### config.mk
export PLATFORM = sky130hd
export DESIGN_NAME = qeciphy_faw_inserter
export DESIGN_NICKNAME = d
export VERILOG_FILES = /design/src/rtl/qeciphy_faw_inserter.sv
export SDC_FILE = /design/constraint.sdc
export NUM_CORES = 1
export LEC_CHECK = 0
export BUFFER_PORTS_ARGS = -buffer_cell sky130_fd_sc_hd__clkbuf_2
export CAP_MARGIN = 20
export CELL_PAD_IN_SITES_DETAIL_PLACEMENT = 1
export CELL_PAD_IN_SITES_GLOBAL_PLACEMENT = 1
export CORE_ASPECT_RATIO = 1.25
export CORE_MARGIN = 3
export CORE_UTILIZATION = 33
export DETAILED_ROUTE_END_ITERATION = 10
export GPL_TIMING_DRIVEN = 1
export PLACE_DENSITY_LB_ADDON = 0.1
export SETUP_SLACK_MARGIN = 0.02
export SYNTH_ARGS = -nofsm -noshare
export SYNTH_HDL_FRONTEND = slang
export SYNTH_SLANG_ARGS = --single-unit
export TNS_END_PERCENT = 50
### constraint.sdc
create_clock -name clk -period 1.7 [get_ports clk]
set_input_delay 0.51 -clock clk [delete_from_list [all_inputs] [get_ports clk]]
set_output_delay 0.51 -clock clk [all_outputs]
set_load 0.02 [all_outputs]
### src/rtl/qeciphy_faw_inserter.sv
// rtl/qeciphy_faw_inserter.sv - TX framer inserting FAW training bursts, period markers and idle fill
module qeciphy_faw_inserter #(
    parameter int FAW_INTERVAL = 256,
    parameter int ALIGN_WORDS  = 64
) (
    input  logic        clk,
    input  logic        rst_n,
    input  logic        enable_i,
    input  logic [63:0] s_tdata_i,
    input  logic        s_tvalid_i,
    output logic        s_tready_o,
    output logic [63:0] tx_data_o,
    output logic [7:0]  tx_charisk_o,
    output logic        faw_o,
    output logic        aligning_o
);

    localparam int SW = $clog2(FAW_INTERVAL);
    localparam int AW = $clog2(ALIGN_WORDS) + 1;

    localparam logic [SW-1:0] SLOT_LAST  = SW'(FAW_INTERVAL - 1);
    localparam logic [SW-1:0] SLOT_ONE   = SW'(1);
    localparam logic [AW-1:0] ALIGN_LAST = AW'(ALIGN_WORDS - 1);
    localparam logic [AW-1:0] ALIGN_ONE  = AW'(1);

    // Byte comma in lane 0, word comma in lane 4; K flags mark exactly those two bytes.
    localparam logic [63:0] FAW_WORD = 64'h0000_00CB_0000_00BC;
    localparam logic [7:0]  FAW_K    = 8'h11;

    typedef enum logic [1:0] {
        IDLE  = 2'd0,
        ALIGN = 2'd1,
        DATA  = 2'd2
    } state_t;

    state_t        state, state_nx;
    logic [SW-1:0] slot_cnt, slot_nx;
    logic [AW-1:0] align_cnt, align_nx;
    logic [63:0]   data_nx;
    logic [7:0]    k_nx;
    logic          faw_nx;
    logic          aligning_nx;

    // Slot 0 of every period is reserved for the marker FAW, so user words are only taken elsewhere.
    assign s_tready_o = (state == DATA) && (slot_cnt != '0);

    // Next-state and next-output decision; the word loaded at an edge is chosen by the current state.
    always_comb begin
        state_nx    = state;
        slot_nx     = slot_cnt;
        align_nx    = align_cnt;
        data_nx     = '0;
        k_nx        = '0;
        faw_nx      = 1'b0;
        aligning_nx = 1'b0;

        case (state)
            IDLE: begin
                if (enable_i) begin
                    state_nx = ALIGN;
                    align_nx = '0;
                end
            end
            ALIGN: begin
                data_nx     = FAW_WORD;
                k_nx        = FAW_K;
                faw_nx      = 1'b1;
                aligning_nx = 1'b1;
                if (align_cnt == ALIGN_LAST) begin
                    // The last training FAW doubles as slot 0 of the first period.
                    state_nx = DATA;
                    slot_nx  = SLOT_ONE;
                    align_nx = '0;
                end else begin
                    align_nx = align_cnt + ALIGN_ONE;
                end
            end
            DATA: begin
                if (s_tready_o && s_tvalid_i) begin
                    data_nx = s_tdata_i;
                end else begin
                    data_nx = FAW_WORD;
                    k_nx    = FAW_K;
                    faw_nx  = 1'b1;
                end
                slot_nx = (slot_cnt == SLOT_LAST) ? '0 : slot_cnt + SLOT_ONE;
            end
            default: begin
                state_nx = IDLE;
            end
        endcase

        // A word accepted this cycle is still sent; only the sequencing state is dropped.
        if (!enable_i) begin
            state_nx = IDLE;
            slot_nx  = '0;
            align_nx = '0;
        end
    end

    // State, counters and the registered output word.
    always_ff @(posedge clk or negedge rst_n) begin
        if (!rst_n) begin
            state        <= IDLE;
            slot_cnt     <= '0;
            align_cnt    <= '0;
            tx_data_o    <= '0;
            tx_charisk_o <= '0;
            faw_o        <= 1'b0;
            aligning_o   <= 1'b0;
        end else begin
            state        <= state_nx;
            slot_cnt     <= slot_nx;
            align_cnt    <= align_nx;
            tx_data_o    <= data_nx;
            tx_charisk_o <= k_nx;
            faw_o        <= faw_nx;
            aligning_o   <= aligning_nx;
        end
    end

endmodule

==> flow_summary.yaml <==
status:
  outcome: "complete, but fails checks"
  violations: "negative setup slack"
timing:
  max_freq_mhz: 499.0
  fin_setup_tns_ps: -313.3
  hold_viol: 0
  final-setup-viol-count: 2
  fin_crit_ps: 2004
  rsz0062_at_grt: "true"
  setup_ws_ps: -303.8
  finalCritPeriodShare: 1.179
  slew_viol_final: 0
  skew_ps: 7.364
drt:
  ant_nets: 0
  top_layer_used: "met4"
  wl_mm: 8.548
  vias: 2556
  wl_met3_um: 540
  dr.pass1.iters: 4
  viasPerCell: 4.572
  wl_per_cell_um: 15.29
  met1Wirelength_mm: 3.199
  drtIter0Drc: 84
  post-route-drc-count: 0
  wl_met2_mm: 4.643
clock_network:
  numCtsBuffers: 9
  clock_sinks: 83
  cts_buffer_depth: 2
  htreeDepth: 3
  cts_root_buf: "clkbuf_16"
  cts_tree: "built"
  insertion_delay_ps: 330
  clk_pin_slew_ps: 60
global_route:
  grt.total_usage: 0.1532
  grt_start_max_net_pins: 54
  antenna_found_initial: 0
  grt-ovfl-total: 0
  grt_first_pass_wirelength_mm: 13.31
  grt_pass1_vias: 2663
logic_synthesis:
  synth_common_cells: "dfrtp_1, and2_1, and2_4"
  ys_warn_count: 0
  syn_area_per_cell_um2: 12.53
  ys.flop_type: "dfrtp_1"
  synth.cell_area_mm2: 0.003333
  synthTopCellsByArea: "dfrtp_1, and2_1, and2_4, ha_1, o21a_1"
  yosysMostFrequentCell: "dfrtp_1"
  seq_area_frac_synth: 0.6231
  synth.distinct_cells: 38
  synth-async-reset-ratio: 1.000
  synth_edf_count: 0
  yosys.area.top_type: "dfrtp_1"
  ys_ff_latch: 83
  synthCells: 266
  synth_top_area_frac: 0.6231
layout:
  n_fill_cell: 1079
  num-nets-final: 503
  multi_input_area_mm2: 0.001199
  postLayoutCellArea_mm2: 0.004768
  area_growth_pct: 43.06
  drive_gt1_frac: 0.4988
  seq_area_mm2: 0.002078
  diodes: 0
power_and_ir_drop:
  p_sw_uw: 959.6
  p_leak_uw: 0.002553
  power_frac_seq: 0.445
  total_power_uw: 4554
  ir_drop_uv: 517.9
  p_int_uw: 3595
  pwr-share-clk: 0.470
  switching_share: 0.2107
  power_frac_comb: 0.085
  powerDensity_mw_per_mm2: 955.1
placement:
  portBuffers: 136
  hpwlAfterDp_mm: 6.374
  dpl_cell_area_mm2: 0.004287
  place.gp.congestion: 0.7278
critical_path:
  r2r_cells: 7
  path_max_fanout: 2
  r2r_slack_ps: -10
  r2r_start: "state[0]$_DFFE_PN0P_"
  reg2reg_to: "state[0]$_DFFE_PN0P_"
  crit_path_start_kind: "register"
  arrival_ps: 1490
  crit_path_end_kind: "output pin"
  required_ps: 1190
  path_class: "register to output pin"
floorplan:
  core-area_mm2: 0.009709
  start_util: 0.3433
  io_pins: 143
  die_x_um: 95.89
  rows: 40
  die_y_um: 118.4
  fp.dieArea_mm2: 0.01135
worst_hold_path:
  hold_path_class: "input pin to asynchronous set/reset pin"
job:
  drv_cap: 0
registers in the layout, indices dropped and copies added, names as in the netlist:
register	count
aligning_o	1
state	2
align_cnt	7
tx_charisk_o	1
slot_cnt	8
tx_data_o	64
cell usage in the layout, fill, tap and decap left out, types with 3 or more instances in the layout:
cell and n:
inv_1 5, buf_12 4, and2_1 37, o21ai_1 6, clkbuf_16 9, buf_4 26
dfrtp_1 82, nand4_1 6, a22o_1 4, ha_4 4, o21a_1 11, conb_1 6
nor2b_1 4, nand3_1 5, nor2_1 10, and2_4 17, xor2_1 4, a31oi_1 3
and3_1 5, clkbuf_2 134, nand2_1 6, ha_1 3, clkbuf_8 3
area by class of cell:
| class | count | share of cell area |
|---|---|---|
| flip-flops and latches | 83 | 0.4358 |
| multi-input cells | 161 | 0.2514 |
| well taps | 126 | 0.03306 |
| clock buffers | 13 | 0.05668 |
| clock inverters | 3 | 0.01443 |
| inverters | 7 | 0.005510 |
| repair buffers | 166 | 0.2031 |
critical path, cell delays in order, from the launching register on:
cell and delay, ps:
dfrtp_2 420, nor4_4 350, buf_4 180, a31oi_4 70, buf_6 140
per-layer routing:
layer | global-route usage | vias to the layer above
li1 | - | 1198
met1 | 0.1739 | 1269
met2 | 0.2679 | 76
met3 | 0.03883 | 13
met4 | 0.06139 | 0
met5 | 0 | -
how the worst max path moves through the flow:
stage,cells past startpoint,endpoint,from
after CTS,4,s_tready_o,slot_cnt[4]$_DFFE_PN0P_
after detailed placement,7,align_cnt[5]$_DFFE_PN0P_,state[1]$_DFFE_PN0P_
after global routing,4,s_tready_o,slot_cnt[7]$_DFFE_PN0P_
after global placement,7,align_cnt[5]$_DFFE_PN0P_,state[1]$_DFFE_PN0P_
final,4,s_tready_o,slot_cnt[7]$_DFFE_PN0P_
after floorplan,5,s_tready_o,state[0]$_DFFE_PN0P_
kinds of logic (layout without fill, tap and decap cells):
group                    after synthesis  after routing  synth area share
buffers and inverters                 27            189           0.05518
flip-flops                            83             83            0.6231
other                                  1              6          0.001125
adder cells (fa/ha/maj)                7              7           0.02628
multiplexers                           1              1          0.003003
XOR/XNOR                               4              4           0.01051
AND/OR/NAND/NOR                      103            103            0.1963
AO/OA/AOI/OAI                         40             40           0.08446
power by group through the flow:
| stage | logic [µW] | clock network [µW] | registers (µW) |
|---|---|---|---|
| detailed placement | 360 | 0 | 2060 |
| global placement | 354 | 0 | 2060 |
| CTS | 371 | 2210 | 2030 |
| global route | 427 | 2310 | 2030 |
| floorplan | 128 | 0 | 2090 |
| finish | 386 | 2140 | 2030 |
per-stage QoR:
step	instances	hold WS [ps]	util	setup slack (ps)
CTS	555	90.56	0.4796	-340.0
floorplan	271	214.4	-	31.86
finish	559	90.16	0.4911	-303.8
global route	559	97.28	0.4911	-360.4
detailed placement	539	448.0	0.4415	-63.81
global placement	539	444.0	0.4415	18.40
what timing repair did:
action	CTS	global route
pin swaps	4	15
endpoints found under the setup margin	77	74
resized for setup	9	24
gates cloned	0	0
hold buffers	0	0
buffers inserted	0	4
Power figures use the tool's default switching activity.
